[src/rtl/lsu_bus_master_if.sv]
// Request/grant/rvalid data-memory bus between the LSU (master) and memory (slave).
interface lsu_bus_master_if;
  logic        bus_req;
  logic        bus_we;
  logic [31:0] bus_addr;
  logic [31:0] bus_wdata;
  logic [3:0]  bus_be;
  logic        bus_gnt;
  logic        bus_rvalid;
  logic [31:0] bus_rdata;

  modport master (
    output bus_req, bus_we, bus_addr, bus_wdata, bus_be,
    input  bus_gnt, bus_rvalid, bus_rdata
  );

  modport slave (
    input  bus_req, bus_we, bus_addr, bus_wdata, bus_be,
    output bus_gnt, bus_rvalid, bus_rdata
  );
endinterface

[src/rtl/lsu_bus_master.sv]
// Load/store unit: turns execute-stage memory ops into bus transactions and stalls the core meanwhile.
// Optional bus-wait timeout is enabled by defining LSU_TIMEOUT_EN.
module lsu_bus_master #(
  parameter int unsigned TIMEOUT_CYC = 255
) (
  input  logic                   clk,
  input  logic                   rst,
  input  logic                   memread,
  input  logic                   memwrite,
  input  logic [2:0]             funct3,
  input  logic [31:0]            address,
  input  logic [31:0]            writedata,
  output logic                   stall,
  output logic [31:0]            readdata,
  output logic                   done,
  output logic                   err,
  lsu_bus_master_if.master       bus
);

  typedef enum logic [1:0] {IDLE, REQ, WAIT_R, DONE} state_t;

  state_t      state_q;
  logic        bus_req_q;
  logic        bus_we_q;
  logic [31:0] bus_addr_q;
  logic [31:0] bus_wdata_q;
  logic [3:0]  bus_be_q;
  logic [31:0] readdata_q;
  logic        done_q;
  logic        err_q;
  logic [2:0]  f3_q;
  logic [1:0]  off_q;

  logic        access;
  logic        f3_ok;
  logic        misalign;
  logic        illegal;
  logic [3:0]  be_d;
  logic [31:0] wdata_d;
  logic [7:0]  rbyte;
  logic [15:0] rhalf;
  logic [31:0] load_val;
  logic        tmo_hit;

  always_comb begin
    access   = memread | memwrite;
    f3_ok    = memread ? (funct3 inside {3'd0, 3'd1, 3'd2, 3'd4, 3'd5}) : (funct3 < 3'd3);
    misalign = ((funct3[1:0] == 2'd1) & address[0]) |
               ((funct3[1:0] == 2'd2) & (address[1:0] != 2'd0));
    illegal  = access & ((memread & memwrite) | ~f3_ok | misalign);
  end

  always_comb begin
    be_d    = 4'b1111;
    wdata_d = writedata;
    case (funct3[1:0])
      2'd0: begin
        be_d    = 4'b0001 << address[1:0];
        wdata_d = {4{writedata[7:0]}};
      end
      2'd1: begin
        be_d    = address[1] ? 4'b1100 : 4'b0011;
        wdata_d = {2{writedata[15:0]}};
      end
      default: ;
    endcase
  end

  // Lane select and extension use the offset/size latched in IDLE, not the live core inputs.
  always_comb begin
    rbyte = bus.bus_rdata[7:0];
    case (off_q)
      2'd1:    rbyte = bus.bus_rdata[15:8];
      2'd2:    rbyte = bus.bus_rdata[23:16];
      2'd3:    rbyte = bus.bus_rdata[31:24];
      default: ;
    endcase
    rhalf = off_q[1] ? bus.bus_rdata[31:16] : bus.bus_rdata[15:0];
    case (f3_q[1:0])
      2'd0:    load_val = {{24{~f3_q[2] & rbyte[7]}}, rbyte};
      2'd1:    load_val = {{16{~f3_q[2] & rhalf[15]}}, rhalf};
      default: load_val = bus.bus_rdata;
    endcase
  end

`ifdef LSU_TIMEOUT_EN
  localparam int unsigned CntW = ($clog2(TIMEOUT_CYC + 1) > 8) ? $clog2(TIMEOUT_CYC + 1) : 8;
  logic [CntW-1:0] cnt_q;
  logic [CntW-1:0] cnt_inc;

  assign cnt_inc = cnt_q + 1'b1;
  assign tmo_hit = (cnt_inc == CntW'(TIMEOUT_CYC));

  always_ff @(posedge clk) begin
    if (rst || !(state_q inside {REQ, WAIT_R})) cnt_q <= '0;
    else                                        cnt_q <= cnt_inc;
  end
`else
  assign tmo_hit = 1'b0 & (TIMEOUT_CYC == 0);
`endif

  always_ff @(posedge clk) begin
    if (rst) begin
      state_q     <= IDLE;
      bus_req_q   <= 1'b0;
      bus_we_q    <= 1'b0;
      bus_addr_q  <= '0;
      bus_wdata_q <= '0;
      bus_be_q    <= '0;
      readdata_q  <= '0;
      done_q      <= 1'b0;
      err_q       <= 1'b0;
      f3_q        <= '0;
      off_q       <= '0;
    end else begin
      done_q <= 1'b0;
      err_q  <= 1'b0;
      case (state_q)
        IDLE: begin
          if (access && !illegal) begin
            bus_req_q   <= 1'b1;
            bus_we_q    <= memwrite;
            bus_addr_q  <= {address[31:2], 2'b00};
            bus_wdata_q <= wdata_d;
            bus_be_q    <= be_d;
            f3_q        <= funct3;
            off_q       <= address[1:0];
            state_q     <= REQ;
          end
        end
        REQ: begin
          if (bus.bus_gnt) begin
            bus_req_q <= 1'b0;
            if (bus_we_q) begin
              done_q  <= 1'b1;
              state_q <= DONE;
            end else begin
              state_q <= WAIT_R;
            end
          end else if (tmo_hit) begin
            bus_req_q  <= 1'b0;
            done_q     <= 1'b1;
            err_q      <= 1'b1;
            readdata_q <= '0;
            state_q    <= DONE;
          end
        end
        WAIT_R: begin
          if (bus.bus_rvalid) begin
            readdata_q <= load_val;
            done_q     <= 1'b1;
            state_q    <= DONE;
          end else if (tmo_hit) begin
            done_q     <= 1'b1;
            err_q      <= 1'b1;
            readdata_q <= '0;
            state_q    <= DONE;
          end
        end
        default: state_q <= IDLE;
      endcase
    end
  end

  assign stall          = access & (state_q != DONE) & ~illegal & ~rst;
  assign err            = err_q | ((state_q == IDLE) & illegal & ~rst);
  assign done           = done_q;
  assign readdata       = readdata_q;
  assign bus.bus_req    = bus_req_q;
  assign bus.bus_we     = bus_we_q;
  assign bus.bus_addr   = bus_addr_q;
  assign bus.bus_wdata  = bus_wdata_q;
  assign bus.bus_be     = bus_be_q;

endmodule

[src/flat_wrapper.sv]
// flat-port wrapper written by rule: the top's interface ports become plain ports
module lsu_bus_master_flat 
#(
  parameter int unsigned TIMEOUT_CYC = 255
)
  (clk, rst, memread, memwrite, funct3, address, writedata, stall, readdata, done, err, bus_bus_req, bus_bus_we, bus_bus_addr, bus_bus_wdata, bus_bus_be, bus_bus_gnt, bus_bus_rvalid, bus_bus_rdata);
  lsu_bus_master_if bus_i ();
  input  logic clk;
  input  logic rst;
  input  logic memread;
  input  logic memwrite;
  input  logic [2:0] funct3;
  input  logic [31:0] address;
  input  logic [31:0] writedata;
  output logic stall;
  output logic [31:0] readdata;
  output logic done;
  output logic err;
  output wire logic [$bits(bus_i.bus_req)-1:0] bus_bus_req;
  output wire logic [$bits(bus_i.bus_we)-1:0] bus_bus_we;
  output wire logic [$bits(bus_i.bus_addr)-1:0] bus_bus_addr;
  output wire logic [$bits(bus_i.bus_wdata)-1:0] bus_bus_wdata;
  output wire logic [$bits(bus_i.bus_be)-1:0] bus_bus_be;
  input wire logic [$bits(bus_i.bus_gnt)-1:0] bus_bus_gnt;
  input wire logic [$bits(bus_i.bus_rvalid)-1:0] bus_bus_rvalid;
  input wire logic [$bits(bus_i.bus_rdata)-1:0] bus_bus_rdata;
  assign bus_bus_req = bus_i.bus_req;
  assign bus_bus_we = bus_i.bus_we;
  assign bus_bus_addr = bus_i.bus_addr;
  assign bus_bus_wdata = bus_i.bus_wdata;
  assign bus_bus_be = bus_i.bus_be;
  assign bus_i.bus_gnt = bus_bus_gnt;
  assign bus_i.bus_rvalid = bus_bus_rvalid;
  assign bus_i.bus_rdata = bus_bus_rdata;
  lsu_bus_master #(.TIMEOUT_CYC(TIMEOUT_CYC)) u_core (.clk(clk), .rst(rst), .memread(memread), .memwrite(memwrite), .funct3(funct3), .address(address), .writedata(writedata), .stall(stall), .readdata(readdata), .done(done), .err(err), .bus(bus_i));
endmodule
[config.mk]
export PLATFORM = sky130hd
export DESIGN_NAME = lsu_bus_master_flat
export DESIGN_NICKNAME = d
export VERILOG_FILES = /design/src/rtl/lsu_bus_master_if.sv /design/src/rtl/lsu_bus_master.sv /design/src/flat_wrapper.sv
export SDC_FILE = /design/constraint.sdc
export NUM_CORES = 1
export LEC_CHECK = 0
export ABC_AREA = 1
export BUFFER_PORTS_ARGS = -buffer_cell sky130_fd_sc_hd__buf_2
export CORE_MARGIN = 2
export CORE_UTILIZATION = 30
export DETAILED_ROUTE_END_ITERATION = 6
export GPL_ROUTABILITY_DRIVEN = 0
export MAX_ROUTING_LAYER = met4
export SYNTH_ARGS = -nofsm -noshare
export SYNTH_HDL_FRONTEND = slang
export SYNTH_SLANG_ARGS = --single-unit
[constraint.sdc]
create_clock -name clk -period 1.7 [get_ports clk]
set_input_delay 0.17 -clock clk [delete_from_list [all_inputs] [get_ports clk]]
set_output_delay 0.17 -clock clk [all_outputs]
set_load 0.01 [all_outputs]
==> results.yml, run 1 <==
clocking:
  clkTransAtPathRegs_ps: 70
  postCtsSetupBuffers: 0
  htreeDepth: 3
  cts.sinks: 108
  clockRootBuffer: "clkbuf_16"
  hold_buffers: 0
  clk_latency_ps: 350
  cts_buffers: 9
  cts.path.max_buffers: 2
  cts_tree: "done"
drt:
  wl_per_cell_um: 14.1
  totalWireLength_mm: 15.8
  viasPerCell: 4.72
  initialDrtViolationCount: 285
  dr.pass1.iters: 4
  postRouteAntennaNets: 0
  num_vias: 5262
  drc_errors: 0
critical_path:
  worstReg2RegStart: "u_core.off_q[1]$_SDFFE_PP0P_"
  reg2reg_to: "u_core.readdata[29]$_SDFFE_PP0P_"
  crit_path_max_fanout: 4
  cp-start-kind: "flip-flop"
  crit_path_start: "u_core.state_q[1]$_SDFFE_PP0P_"
  crit_required_ps: 1530
  worst_setup_path_end_kind: "output port"
  reg2reg_setup_slack_ps: 180
  r2r_cells: 8
  endpoint: "err"
  critPathArrivalTime_ps: 1390
  crit_type: "reg -> out"
timing:
  fin_hold_ws_ps: 56.6
  fin_ws_ps: 143
  fmax_ghz: 0.642
  hold_viol: 0
  tightestPinTransition_ps: 551
  rsz0062_at_grt: "false"
  final-setup-viol-count: 0
  finClkSkew_ps: 7.15
  finalSetupTns_ps: 0
  finalMaxSlewViolations: 0
  min_period_ps: 1560
  finalCritPeriodShare_pct: 91.6
  relSlewSlack_pct: 63.3
global_routing:
  grt_pass1_wl_mm: 25.5
  grt_usage_pct: 18.6
  grt_pass1_vias: 5129
  overflow: 0
  grt_max_degree: 49
  grt_antenna_before_repair: 2
run_status:
  status: "finished, final reports clean"
power_and_ir_drop:
  peakVddDrop_mv: 0.510
  power_per_cell_area_nw_per_um2: 1130
  p_leak_nw: 3.14
floorplanning:
  start_util_pct: 30.7
  row_count: 46
  top_level_ports: 210
  die_w_um: 132
  die-height_um: 132
  coreArea_um2: 15900
  die-area_um2: 17400
run:
  drv_cap: 0
synth:
  avgSynthCellArea_um2: 6.99
  ys.warnings.count: 0
  yosysUniqueCellTypes: 31
  synth_cells: 701
  ys_ff_latch: 108
  synth_area_um2: 4900
  synthArstFlopShare_pct: 0
  ys.flop_type: "dfxtp_1"
  synth_enable_flop_cells: 0
  seq_area_frac_synth_pct: 44.1
cells_and_area:
  area_delta_synth_final_pct: 34.6
  drive_above_1_share_pct: 30.7
  final_common_cell: "buf_2"
  fin_util_pct: 41.4
  finalNonFillerCells: 1116
  final_cell_mix: "buf_2, nand2_1, dfxtp_1"
  fin_nets: 1003
place:
  place_ws_ps: 28.8
  hpwl_mm: 11.4
  dp_cells: 1098
  portBuffers: 207
hold_path:
  hold_class: "in -> reg"
  holdCritStartpoint: "address[8]"
[Yosys cell counts, types with 5 or more instances]
library cell / instances / area share, %
a21oi_1: 100 / 10
a31oi_1: 5 / 0.64
buf_2: 15 / 1.5
clkbuf_1: 27 / 2.1
dfxtp_1: 108 / 44
ha_1: 5 / 1.3
inv_1: 44 / 3.4
nand2_1: 200 / 15
nand3_1: 21 / 2.1
nor2_1: 60 / 4.6
o211ai_1: 23 / 3.5
o21ai_0: 44 / 4.5
or2_2: 22 / 2.8
[logic make-up (layout without fill, tap and decap cells)]
| group | after synthesis | in the layout | synth area share (%) |
|---|---|---|---|
| adders and majority gates | 5 | 5 | 1.28 |
| AOI/OAI and AO/OA | 184 | 184 | 20.9 |
| other | 1 | 4 | 0.0765 |
| buffers and inverters | 94 | 290 | 7.91 |
| DFF | 108 | 108 | 44.1 |
| and+or+nand+nor | 309 | 309 | 25.7 |
[worst max-delay path: stages, from the launching register on]
cell and delay, ps:
dfxtp_4 360, inv_2 80, ha_4 130, inv_2 50, nor2_4 110, nand2_1 70
a21oi_2 110, buf_4 140
[report_power, final]
group | internal, W | total (W) | switching, W | leakage, nW
sequential | 0.00286 | 0.00303 | 0.000168 | 0.878
clock | 0.00133 | 0.00227 | 0.000934 | 0.153
combinational | 0.000898 | 0.00219 | 0.00129 | 2.11
[stage by stage]
step	total power, W	instance area [µm²]
detailed placement	0.00523	6240
finish	0.00748	6600
floorplan	0.00436	4900
CTS	0.00753	6560
global route	0.00799	6600
global placement	0.00521	6240
[how the worst min path moves through the flow]
stage	endpoint	slack [ps]	cells past startpoint
6_report	u_core.bus.bus_addr[8]$_SDFFE_PP0P_	60	3
5_1_grt	u_core.bus.bus_addr[8]$_SDFFE_PP0P_	40	3
4_1_cts	u_core.bus.bus_addr[17]$_SDFFE_PP0P_	40	3
3_5_place_dp	u_core.bus.bus_addr[17]$_SDFFE_PP0P_	420	3
3_3_place_gp	u_core.bus.bus_addr[12]$_SDFFE_PP0P_	420	3
2_1_floorplan	u_core.off_q[1]$_SDFFE_PP0P_	310	2
[what timing repair did]
action                                  in CTS  in global routing
endpoints found under the setup margin       1                 71
resized for setup                            1                 11
pin swaps                                    0                  1
[state kept, by name, indices dropped and copies added, names as in the netlist]
signal,cells
u_core.bus.bus_addr,30
u_core.bus.bus_be,4
u_core.bus.bus_req,1
u_core.bus.bus_wdata,32
u_core.bus.bus_we,1
u_core.done,1
u_core.f3_q,3
u_core.off_q,2
u_core.readdata,32
u_core.state_q,2
[final cells by class]
type	instances	area (µm²)
antenna	2	5.00
multi-input combinational	500	2390
timing repair buffer	227	1280
clock buffer	12	246
clock inverter	4	72.6
sequential	108	2170
fill	1682	9340
tap	216	270
inverter	47	176
[routing by layer]
layer  part of all wire, %  vias up  track usage, %
met5                     0        -               -
met4                   2.3        0            6.22
met3                   8.0       28            6.61
met2                    46      186            29.8
met1                    44     2377            21.7
li1                      -     2671               -
(Power assumes the default switching activity.)
==> run 2: changes to the inputs <==
Settings changed: SKIP_LAST_GASP from default to 1.
Clock period 1.7 ns to 2.01 ns, I/O delays scaled along.
==> results.yml, run 2 (same netlist as run 1, synthesis figures left out) <==
drt:
  totalWireLength_mm: 15.8
  dr.pass1.iters: 5
  initialDrtViolationCount: 290
  drc_errors: 0
  wl_per_cell_um: 14.2
  postRouteAntennaNets: 0
  viasPerCell: 4.72
  num_vias: 5240
global_routing:
  grt_pass1_vias: 4890
  grt_max_degree: 77
  grt_antenna_before_repair: 4
  grt_pass1_wl_mm: 25.1
  grt_usage_pct: 18.4
  overflow: 0
place:
  dp_cells: 1091
  dpl_cell_area_um2: 6130
  hpwl_mm: 11.0
  portBuffers: 207
clocking:
  hold_buffers: 0
  postCtsSetupBuffers: 0
  htreeDepth: 3
  cts.path.max_buffers: 2
  clk_latency_ps: 360
  cts_buffers: 9
  clkTransAtPathRegs_ps: 70
  clockRootBuffer: "clkbuf_16"
  cts_tree: "done"
  cts.sinks: 108
critical_path:
  critPathArrivalTime_ps: 1580
  worstReg2RegStart: "u_core.state_q[0]$_SDFFE_PP0P_"
  reg2reg_to: "u_core.bus.bus_addr[22]$_SDFFE_PP0P_"
  r2r_cells: 9
  reg2reg_setup_slack_ps: 240
  worst_setup_path_end_kind: "output port"
  crit_type: "reg -> out"
  crit_required_ps: 1810
  crit_path_max_fanout: 4
  cp-start-kind: "flip-flop"
floorplanning:
  die-height_um: 132
  die_w_um: 132
  start_util_pct: 30.7
  die-area_um2: 17400
  top_level_ports: 210
  coreArea_um2: 15900
  row_count: 46
power_and_ir_drop:
  power_per_cell_area_nw_per_um2: 981
  p_leak_nw: 3.10
  peakVddDrop_mv: 0.486
cells_and_area:
  area_delta_synth_final_pct: 32.9
  final_cell_mix: "buf_2, nand2_1, dfxtp_1"
  final_area_um2: 6520
  drive_above_1_share_pct: 29.6
  fin_nets: 996
  final_common_cell: "buf_2"
  finalNonFillerCells: 1111
hold_path:
  hold_depth: 3
  min_to: "u_core.bus.bus_addr[15]$_SDFFE_PP0P_"
  holdCritStartpoint: "address[15]"
  hold_class: "in -> reg"
timing:
  final-setup-viol-count: 0
  fmax_ghz: 0.561
  tightestPinTransition_ps: 696
  finClkSkew_ps: 9.57
  rsz0062_at_grt: "false"
  hold_viol: 0
  finalCritPeriodShare_pct: 88.7
  finalMaxSlewViolations: 0
  min_period_ps: 1780
  relSlewSlack_pct: 53.6
  finalSetupTns_ps: 0
run:
  drv_cap: 0
run_status:
  status: "finished, final reports clean"
## run 2: final cells by class
class                           count  area (µm²)
Antenna cell                        4        10.0
Inverter                           47         176
Sequential cell                   108        2160
Tap cell                          216         270
Timing Repair Buffer              220        1170
Multi-Input combinational cell    500        2370
Clock inverter                      5         106
Clock buffer                       11         253
Fill cell                        1756        9430
## run 2: how the worst max path moves through the flow
stage	to	depth (start not counted)	startpoint
6_report	err	7	u_core.state_q[0]$_SDFFE_PP0P_
5_1_grt	err	7	u_core.state_q[0]$_SDFFE_PP0P_
4_1_cts	u_core.readdata[17]$_SDFFE_PP0P_	8	u_core.off_q[1]$_SDFFE_PP0P_
3_5_place_dp	u_core.readdata[29]$_SDFFE_PP0P_	8	u_core.off_q[1]$_SDFFE_PP0P_
3_3_place_gp	u_core.readdata[30]$_SDFFE_PP0P_	7	u_core.off_q[1]$_SDFFE_PP0P_
2_1_floorplan	u_core.bus.bus_we$_SDFFE_PP0P_	9	u_core.state_q[0]$_SDFFE_PP0P_
## run 2: timing repair
item	in CTS	in global routing
gates resized for setup	0	1
endpoints found under the hold margin	0	0
endpoints found under the setup margin	0	7
## run 2: layer usage
layer	vias to the layer above	share of wire [%]	track usage, %
li1	2659	-	-
met1	2370	45	23.1
met2	193	45	27.7
met3	18	8.6	6.61
met4	0	1.5	5.50
met5	-	0	-
## run 2: critical path: stages (launching register included)
cell and delay [ps]:
dfxtp_1 350, inv_1 110, ha_1 170, inv_1 70, nor2_1 170, nand2_1 70, a21oi_1 120, buf_2 160
## run 2: report_power, final
group	internal, W	switching, W	total [W]
Sequential	0.00242	0.000148	0.00256
Clock	0.00129	0.000809	0.00210
Combinational	0.000671	0.00106	0.00173
## run 2: per-stage QoR
step	utilization (%)	setup WS (ps)	total power [W]	hold slack (ps)
finish	40.9	226	0.00639	82.7
global placement	38.5	200	0.00434	449
CTS	40.7	168	0.00647	66.5
global route	40.9	13.3	0.00681	77.2
floorplan	-	548	0.00369	345
detailed placement	38.5	205	0.00434	452
==> run 3: changes to the inputs <==
--- a/config.mk
+++ b/config.mk
@@ -10,3 +10,3 @@
 export CORE_MARGIN = 2
-export CORE_UTILIZATION = 30
+export CORE_UTILIZATION = 52
 export DETAILED_ROUTE_END_ITERATION = 6
@@ -14,2 +14,3 @@
 export MAX_ROUTING_LAYER = met4
+export PLACE_DENSITY = 0.86
 export SKIP_LAST_GASP = 1
==> constraint.sdc (replaced) <==
create_clock -name clk -period 2.01 [get_ports clk]
set_input_delay 0.402 -clock clk [delete_from_list [all_inputs] [get_ports clk]]
set_output_delay 0.402 -clock clk [all_outputs]
set_load 0.01 [all_outputs]
==> results.yml, run 3 (same netlist as run 1, synthesis figures left out) <==
global_routing:
  grt_usage_pct: 27.8
  grt_antenna_before_repair: 1
  grt_pass1_vias: 4712
  grt_max_degree: 45
  overflow: 0
  grt_pass1_wl_mm: 22.2
power_and_ir_drop:
  power_per_cell_area_nw_per_um2: 908
  p_clk_share_pct: 24.5
  peakVddDrop_mv: 0.631
  comb_power_share_pct: 30.1
  switching_share_pct: 35.0
  p_sw_w: 0.00197
  p_leak_nw: 3.03
  seqPwrFrac_pct: 45.4
  intPower_w: 0.00367
cells_and_area:
  final_cell_mix: "buf_2, nand2_1, dfxtp_1"
  final_common_cell: "buf_2"
  finalNonFillerCells: 1006
  drive_above_1_share_pct: 30.0
  fin_nets: 999
  area_delta_synth_final_pct: 27.0
critical_path:
  reg2reg_setup_slack_ps: 230
  r2r_cells: 8
  critPathArrivalTime_ps: 1580
  reg2reg_to: "u_core.bus.bus_addr[21]$_SDFFE_PP0P_"
  crit_required_ps: 1610
  cp-start-kind: "flip-flop"
  crit_path_max_fanout: 4
  worst_setup_path_end_kind: "output port"
  worstReg2RegStart: "u_core.state_q[0]$_SDFFE_PP0P_"
  crit_type: "reg -> out"
hold_path:
  hold_depth: 3
  hold_class: "in -> reg"
  holdCritStartpoint: "address[27]"
  min_to: "u_core.bus.bus_addr[27]$_SDFFE_PP0P_"
clocking:
  cts.path.max_buffers: 2
  clkTransAtPathRegs_ps: 110
  clk_latency_ps: 370
  hold_buffers: 0
  cts.sinks: 108
  htreeDepth: 3
  cts_tree: "done"
  cts_buffers: 9
  postCtsSetupBuffers: 0
  clockRootBuffer: "clkbuf_8"
run:
  drv_cap: 0
timing:
  relSlewSlack_pct: 55.1
  min_period_ps: 1980
  tightestPinTransition_ps: 673
  finalMaxSlewViolations: 0
  hold_viol: 0
  finalCritPeriodShare_pct: 98.5
  fin_ws_ps: 31.1
  finClkSkew_ps: 10.9
  fmax_ghz: 0.505
  rsz0062_at_grt: "true"
  finalSetupTns_ps: 0
  fin_hold_ws_ps: 259
  final-setup-viol-count: 0
run_status:
  status: "finished, final reports clean"
place:
  place_ws_ps: 67.6
  portBuffers: 207
  dp_cells: 989
  hpwl_mm: 10.2
floorplanning:
  die_w_um: 101
  coreArea_um2: 9200
  row_count: 35
  start_util_pct: 53.3
  top_level_ports: 210
  die-height_um: 101
  die-area_um2: 10200
drt:
  initialDrtViolationCount: 216
  drc_errors: 0
  viasPerCell: 5.28
  totalWireLength_mm: 14.0
  num_vias: 5311
  dr.pass1.iters: 5
  wl_per_cell_um: 13.9
  postRouteAntennaNets: 0
run 3: cell types whose count changed in the layout (fill, tap and decap cells not counted), sizes merged:
cell      previous run  this run
diode                4         1
inv                 47        49
buf                220       223
clkbuf              11         9
bufinv               3         1
clkinv               1         2
clkinvlp             1         2
run 3: through the flow:
stage,area [µm²],power (W),utilization [%]
6_report,6220,0.00565,67.7
5_1_grt,6220,0.00601,67.7
4_1_cts,6210,0.00565,67.5
3_5_place_dp,6000,0.00429,65.3
3_3_place_gp,6000,0.00425,65.3
2_1_floorplan,4900,0.00369,-
run 3: routing by layer:
layer  track usage [%]  vias up  share of wire, %
met4              10.8        0               3.0
met5                 -        -                 0
met2              43.8      246                46
met3              4.16       36               7.4
li1                  -     2658                 -
met1              36.1     2371                43
run 3: worst max path at each step:
stage | startpoint | cells past startpoint | to | slack (ps)
final | u_core.state_q[0]$_SDFFE_PP0P_ | 7 | err | 30
after CTS | u_core.state_q[0]$_SDFFE_PP0P_ | 7 | err | 5
after floorplan | rst | 5 | err | 420
after global placement | bus_bus_rdata[31] | 7 | u_core.readdata[20]$_SDFFE_PP0P_ | 140
after detailed placement | bus_bus_rdata[31] | 7 | u_core.readdata[17]$_SDFFE_PP0P_ | 70
after global routing | u_core.state_q[0]$_SDFFE_PP0P_ | 7 | err | -100
run 3: timing repair:
item	CTS	global route
gates resized for setup	0	2
setup endpoints to repair	0	17
endpoints found under the hold margin	0	0
run 3: area by class of cell:
| class | instances | area, µm² |
|---|---|---|
| Antenna cell | 1 | 2.50 |
| Clock buffer | 9 | 124 |
| Clock inverter | 7 | 82.6 |
| Fill cell | 882 | 2970 |
| Inverter | 47 | 176 |
| Multi-Input combinational cell | 500 | 2370 |
| Sequential cell | 108 | 2160 |
| Tap cell | 111 | 139 |
| Timing Repair Buffer | 223 | 1170 |
run 3: critical path, stage by stage (launching register included):
cell and delay (ps):
dfxtp_1 360, inv_1 110, ha_1 170, inv_1 70
nor2_2 140, nand2_1 60, a21oi_1 130, buf_2 160
run 3: power groups by stage:
stage               Sequential [W]  Clock, W  Combinational [W]
floorplan                  0.00271         0           0.000974
global placement           0.00260         0            0.00165
detailed placement         0.00261         0            0.00168
CTS                        0.00256   0.00141            0.00168
global route               0.00259   0.00150            0.00191
finish                     0.00257   0.00138            0.00170
